**config.mk**
```make
export PLATFORM = sky130hd
export DESIGN_NAME = arm_mc_mainfsm
export DESIGN_NICKNAME = d
export VERILOG_FILES = /design/src/rtl/arm_mc_mainfsm.sv
export SDC_FILE = /design/constraint.sdc
export NUM_CORES = 1
export LEC_CHECK = 0
export ABC_CLOCK_PERIOD_IN_PS = 2250
export BUFFER_PORTS_ARGS = -buffer_cell sky130_fd_sc_hd__buf_4
export CORE_ASPECT_RATIO = 0.8
export CORE_UTILIZATION = 48
export DETAILED_ROUTE_END_ITERATION = 8
export PLACE_DENSITY = 0.81
export SLEW_MARGIN = 30
export SYNTH_ARGS = -nofsm -noshare
export SYNTH_HDL_FRONTEND = slang
export SYNTH_SLANG_ARGS = --single-unit
```
**constraint.sdc**
```tcl
create_clock -name clk -period 2.25 [get_ports clk]
set_input_delay 0.45 -clock clk [delete_from_list [all_inputs] [get_ports clk]]
set_output_delay 0.45 -clock clk [all_outputs]
set_load 0.05 [all_outputs]
```
**src/rtl/arm_mc_mainfsm.sv**
```systemverilog
// Main control FSM for the multicycle ARM core: variable-latency memory handshake,
// wait-state watchdog trapping to a sticky FAULT state, and a retired-instruction counter.
module arm_mc_mainfsm #(
  parameter int MAX_WAIT = 16,
  parameter int WAIT_W   = 5,
  parameter int CNT_W    = 32
) (
  input  logic             clk,
  input  logic             reset,
  input  logic [1:0]       Op,
  input  logic [5:0]       Funct,
  input  logic             MemReady,
  output logic             MemReq,
  output logic             IRWrite,
  output logic             AdrSrc,
  output logic             ALUSrcA,
  output logic [1:0]       ALUSrcB,
  output logic [1:0]       ResultSrc,
  output logic             ALUOp,
  output logic             NextPC,
  output logic             RegW,
  output logic             MemW,
  output logic             Branch,
  output logic             MemErr,
  output logic [CNT_W-1:0] InstrCount,
  output logic [3:0]       dbg_state_o
);

  typedef enum logic [3:0] {
    FETCH, DECODE, MEMADR, MEMREAD, MEMWB, MEMWRITE,
    EXECUTER, EXECUTEI, ALUWB, BRANCH, FAULT
  } state_t;

  localparam logic [WAIT_W-1:0] WAIT_LAST = (MAX_WAIT == 0) ? '0 : WAIT_W'(MAX_WAIT - 1);

  state_t             state_q, state_d;
  logic [WAIT_W-1:0]  wait_q, wait_d;
  logic [CNT_W-1:0]   count_q, count_d;
  logic               waiting, timeout, retire;

  always_ff @(posedge clk) begin
    if (reset) begin
      state_q <= FETCH;
      wait_q  <= '0;
      count_q <= '0;
    end else begin
      state_q <= state_d;
      wait_q  <= wait_d;
      count_q <= count_d;
    end
  end

  always_comb begin
    state_d = state_q;
    retire  = 1'b0;
    waiting = ((state_q == FETCH) || (state_q == MEMREAD) || (state_q == MEMWRITE)) && !MemReady;
    timeout = (MAX_WAIT != 0) && waiting && (wait_q == WAIT_LAST);
    case (state_q)
      FETCH:    if (MemReady) state_d = DECODE;
      DECODE: begin
        case (Op)
          2'b01:   state_d = MEMADR;
          2'b10:   state_d = BRANCH;
          2'b00:   state_d = Funct[5] ? EXECUTEI : EXECUTER;
          default: begin
            state_d = FETCH;
            retire  = 1'b1;
          end
        endcase
      end
      MEMADR:   state_d = Funct[0] ? MEMREAD : MEMWRITE;
      MEMREAD:  if (MemReady) state_d = MEMWB;
      MEMWRITE: begin
        if (MemReady) begin
          state_d = FETCH;
          retire  = 1'b1;
        end
      end
      EXECUTER, EXECUTEI: state_d = ALUWB;
      MEMWB, ALUWB, BRANCH: begin
        state_d = FETCH;
        retire  = 1'b1;
      end
      FAULT:    state_d = FAULT;
      default:  state_d = FETCH;
    endcase
    // A ready memory wins over the watchdog in the same cycle (waiting is then low).
    if (timeout) state_d = FAULT;
    if (state_d != state_q) wait_d = '0;
    else if (waiting)       wait_d = wait_q + WAIT_W'(1);
    else                    wait_d = wait_q;
    count_d = retire ? count_q + CNT_W'(1) : count_q;
  end

  always_comb begin
    MemReq    = 1'b0;
    IRWrite   = 1'b0;
    AdrSrc    = 1'b0;
    ALUSrcA   = 1'b0;
    ALUSrcB   = 2'b00;
    ResultSrc = 2'b00;
    ALUOp     = 1'b0;
    NextPC    = 1'b0;
    RegW      = 1'b0;
    MemW      = 1'b0;
    Branch    = 1'b0;
    MemErr    = 1'b0;
    case (state_q)
      FETCH: begin
        MemReq    = 1'b1;
        ALUSrcA   = 1'b1;
        ALUSrcB   = 2'b10;
        ResultSrc = 2'b10;
        IRWrite   = MemReady;
        NextPC    = MemReady;
      end
      DECODE: begin
        ALUSrcA   = 1'b1;
        ALUSrcB   = 2'b10;
        ResultSrc = 2'b10;
      end
      MEMADR:   ALUSrcB = 2'b01;
      MEMREAD: begin
        MemReq = 1'b1;
        AdrSrc = 1'b1;
      end
      MEMWB: begin
        ResultSrc = 2'b01;
        RegW      = 1'b1;
      end
      MEMWRITE: begin
        MemReq = 1'b1;
        MemW   = 1'b1;
        AdrSrc = 1'b1;
      end
      EXECUTER: ALUOp = 1'b1;
      EXECUTEI: begin
        ALUSrcB = 2'b01;
        ALUOp   = 1'b1;
      end
      ALUWB:    RegW = 1'b1;
      BRANCH: begin
        ALUSrcB   = 2'b01;
        ResultSrc = 2'b10;
        Branch    = 1'b1;
      end
      FAULT:    MemErr = 1'b1;
      default:  ;
    endcase
  end

  assign InstrCount  = count_q;
  assign dbg_state_o = state_q;

endmodule

```
==> reports/metrics.yaml <==
outcome:
  run_status: "finished, final reports clean"
power:
  intPower_uw: 1210
  p_leak_uw: 0.00114
  peakVddDrop_uv: 379
  pwr-share-clk: 0.356
  design_power_total_uw: 1700
  reported_net_switching_power_uw: 487
  swShare: 0.287
  pwr-share-comb: 0.205
  power_density_nw_per_um2: 546
  sequentialPowerShare: 0.439
synthesis:
  asyncSetResetFlopFracSynth: 0
  yosys_register_bits: 41
  avgSynthCellArea_um2: 8.13
  synth-seq-area-share: 0.333
  syn-instance-count: 303
  synth_edf_count: 0
  synthDistinctLibCells: 55
  ys_dominant_reg_cell: "sky130_fd_sc_hd__dfxtp_1"
  syn-cell-area_um2: 2460
  synthesis.yosys.warnings: 0
  number_of_nets_in_the_synthesized_netlist: 317
routing:
  antenna_violating_nets_post_route: 0
  total_routed_wirelength_um: 6400
  post_drt_via_cell_ratio: 6.08
  num_vias: 2540
  wl_per_cell_um: 15.3
  post-route-drc-count: 0
  drtPass1Iterations: 4
  drt-initial-drc-count: 181
clock_tree:
  cts_made_buffers: 5
  clk_path_buf_depth: 2
  clockRootBuffer: "sky130_fd_sc_hd__clkbuf_8"
  clkTransAtPathRegs_ns: 0.07
  postcts_setup_bufs: 0
  cts.sinks: 41
  clock_insertion_delay_worst_skew_ns: 0.29
  clock_tree.htree_level_count: 2
  cts_tree: "done"
setup_path:
  critPathKind: "reg2out"
  cp.arrival_ns: 1.70
  crit_required_ns: 1.80
  register_to_register_path_setup_slack_ns: 0.19
  crit_path_end_kind: "output port"
  path_max_fanout: 22
  critPathLaunchType: "flip-flop"
timing:
  report.final.setup_viol: 0
  final_min_period_over_clock_period: 0.956
  setup_ws_ns: 0.0998
  unrepaired_setup_endpoints_after_global_routing: "false"
  max_clock_freq_ghz: 0.465
  worst_slew_pin_slew_ns: 0.483
  final_max_slew_viol_count: 0
  skew_ns: 0.00609
  period_needed_ns: 2.15
  final-hold-violation-count: 0
  totalNegativeSetupSlack_ns: 0
  max-slew-margin-rel: 0.675
flow_run:
  drv_cap: 0
die:
  coreArea_um2: 4760
  placement_rows: 22
  start_util: 0.518
  chipHeight_um: 66.1
  ioPinCount: 61
  floorplan.die_area_um2: 5430
  fp.dieW_um: 82.1
grt:
  antenna_violations_before_repair: 0
  grt.total_usage: 0.241
  grt_first_pass_wirelength_um: 10200
  pin_count_of_the_biggest_net_entering_global_routing: 58
  grt_pass1_vias: 2218
  grt-ovfl-total: 0
finish:
  syn2layout_area_growth_pct: 26.2
  n_fill_cell: 413
  layoutNonFillerInstCount: 418
  layout-drive-gt1-share: 0.279
  finish.utilization: 0.653
  antenna-diode-count: 0
  final_common_cell: "sky130_fd_sc_hd__buf_4"
  nets: 371
  layout_common_cells: "sky130_fd_sc_hd__buf_4, sky130_fd_sc_hd__dfxtp_1, sky130_fd_sc_hd__a21oi_1"
placement:
  place.gp.congestion: 0.849
  port_buffers: 56
  placement_setup_slack_ns: 0.203
  dp.final_hpwl_um: 4430
  placed_cells: 410
hold_path:
  hp-class: "reg2reg"
## cell type report
type | instances | area, um^2 | area share
Multi-Input combinational cell | 228 | 1510 | 0.486
Sequential cell | 41 | 825 | 0.265
Timing Repair Buffer | 71 | 546 | 0.175
Clock buffer | 7 | 86.3 | 0.0278
Tap cell | 60 | 75.1 | 0.0241
Inverter | 10 | 37.5 | 0.0121
Clock inverter | 1 | 30.0 | 0.00965
## cells by family (layout without fill, tap and decap cells)
| family | after synthesis | in the layout | share of synthesized area |
|---|---|---|---|
| and+or+nand+nor | 131 | 131 | 0.313 |
| buffers and inverters | 34 | 89 | 0.0711 |
| DFF | 41 | 41 | 0.333 |
| adders and majority gates | 3 | 3 | 0.0152 |
| xor gates and xnor gates | 6 | 6 | 0.0213 |
| muxes | 7 | 7 | 0.0310 |
| AOI/OAI and AO/OA | 81 | 81 | 0.216 |
## cells in the mapped netlist (2+ instances only)
cell type	n	share of area
sky130_fd_sc_hd__a21oi_1	30	0.061
sky130_fd_sc_hd__o211ai_1	2	0.0061
sky130_fd_sc_hd__and3_1	3	0.0076
sky130_fd_sc_hd__nor4_1	6	0.015
sky130_fd_sc_hd__ha_1	3	0.015
sky130_fd_sc_hd__o22ai_1	3	0.0076
sky130_fd_sc_hd__xor2_1	4	0.014
sky130_fd_sc_hd__nor4b_1	2	0.0071
sky130_fd_sc_hd__nand3_1	10	0.020
sky130_fd_sc_hd__nand2b_1	6	0.015
sky130_fd_sc_hd__a21boi_0	2	0.0061
sky130_fd_sc_hd__inv_1	10	0.015
sky130_fd_sc_hd__buf_2	5	0.010
sky130_fd_sc_hd__clkbuf_1	13	0.020
sky130_fd_sc_hd__dfxtp_1	41	0.33
sky130_fd_sc_hd__buf_6	5	0.023
sky130_fd_sc_hd__nor2b_1	6	0.015
sky130_fd_sc_hd__or2_1	2	0.0051
sky130_fd_sc_hd__nand4_1	8	0.020
sky130_fd_sc_hd__o31ai_1	20	0.061
sky130_fd_sc_hd__and4_1	2	0.0071
sky130_fd_sc_hd__or4_1	21	0.064
sky130_fd_sc_hd__o21ai_0	12	0.024
sky130_fd_sc_hd__mux2i_1	2	0.0081
sky130_fd_sc_hd__and2_1	2	0.0051
sky130_fd_sc_hd__mux2_2	4	0.018
sky130_fd_sc_hd__nand2_1	17	0.026
sky130_fd_sc_hd__nor2_1	24	0.037
sky130_fd_sc_hd__nor3_1	8	0.016
sky130_fd_sc_hd__xnor2_1	2	0.0071
sky130_fd_sc_hd__or3_1	4	0.010
## stage by stage
stage	hold slack [ns]	instance area, um^2
5_1_grt	0.511	3110
4_1_cts	0.504	3100
3_3_place_gp	0.464	2990
3_5_place_dp	0.494	2990
6_report	0.501	3110
2_1_floorplan	0.514	2500
## worst max-delay path, stage by stage, from the launching register on
cell	delay (ns)
sky130_fd_sc_hd__dfxtp_1	0.31
sky130_fd_sc_hd__buf_4	0.21
sky130_fd_sc_hd__or4_4	0.57
sky130_fd_sc_hd__nor2_4	0.13
sky130_fd_sc_hd__buf_4	0.20
## sequential cells by signal, summed over array words and instances (netlist names)
name and count:
dbg_state_o 4, wait_q 5, InstrCount 32
## worst paths after layout
check,from,endpoint,depth (start not counted)
worst max-delay path,dbg_state_o[1]$_SDFF_PP0_,IRWrite,4
worst min-delay path,InstrCount[31]$_SDFFE_PP0P_,InstrCount[31]$_SDFFE_PP0P_,2
worst max register to register,dbg_state_o[0]$_SDFF_PP0_,InstrCount[29]$_SDFFE_PP0P_,6
worst min register to register,InstrCount[31]$_SDFFE_PP0P_,InstrCount[31]$_SDFFE_PP0P_,2
## power by group through the flow
stage | Clock (uW) | Sequential (uW) | Combinational, uW
after floorplan | 0 | 783 | 243
after global placement | 0 | 763 | 336
after detailed placement | 0 | 763 | 342
after CTS | 611 | 746 | 343
after global routing | 653 | 748 | 371
final | 604 | 747 | 348
## timing repair
action / in CTS / in global routing
gates resized for setup: 0 / 3
setup endpoints to repair: 0 / 4
hold buffers: 0 / 0
## layer usage
layer / global-route usage / share of wire / vias up
met5: 0 / 0 / -
met4: 0.0768 / 0.011 / 0
met3: 0.0400 / 0.051 / 7
met2: 0.370 / 0.46 / 77
met1: 0.340 / 0.48 / 1206
li1: - / - / 1250
(Power assumes the default switching activity.)
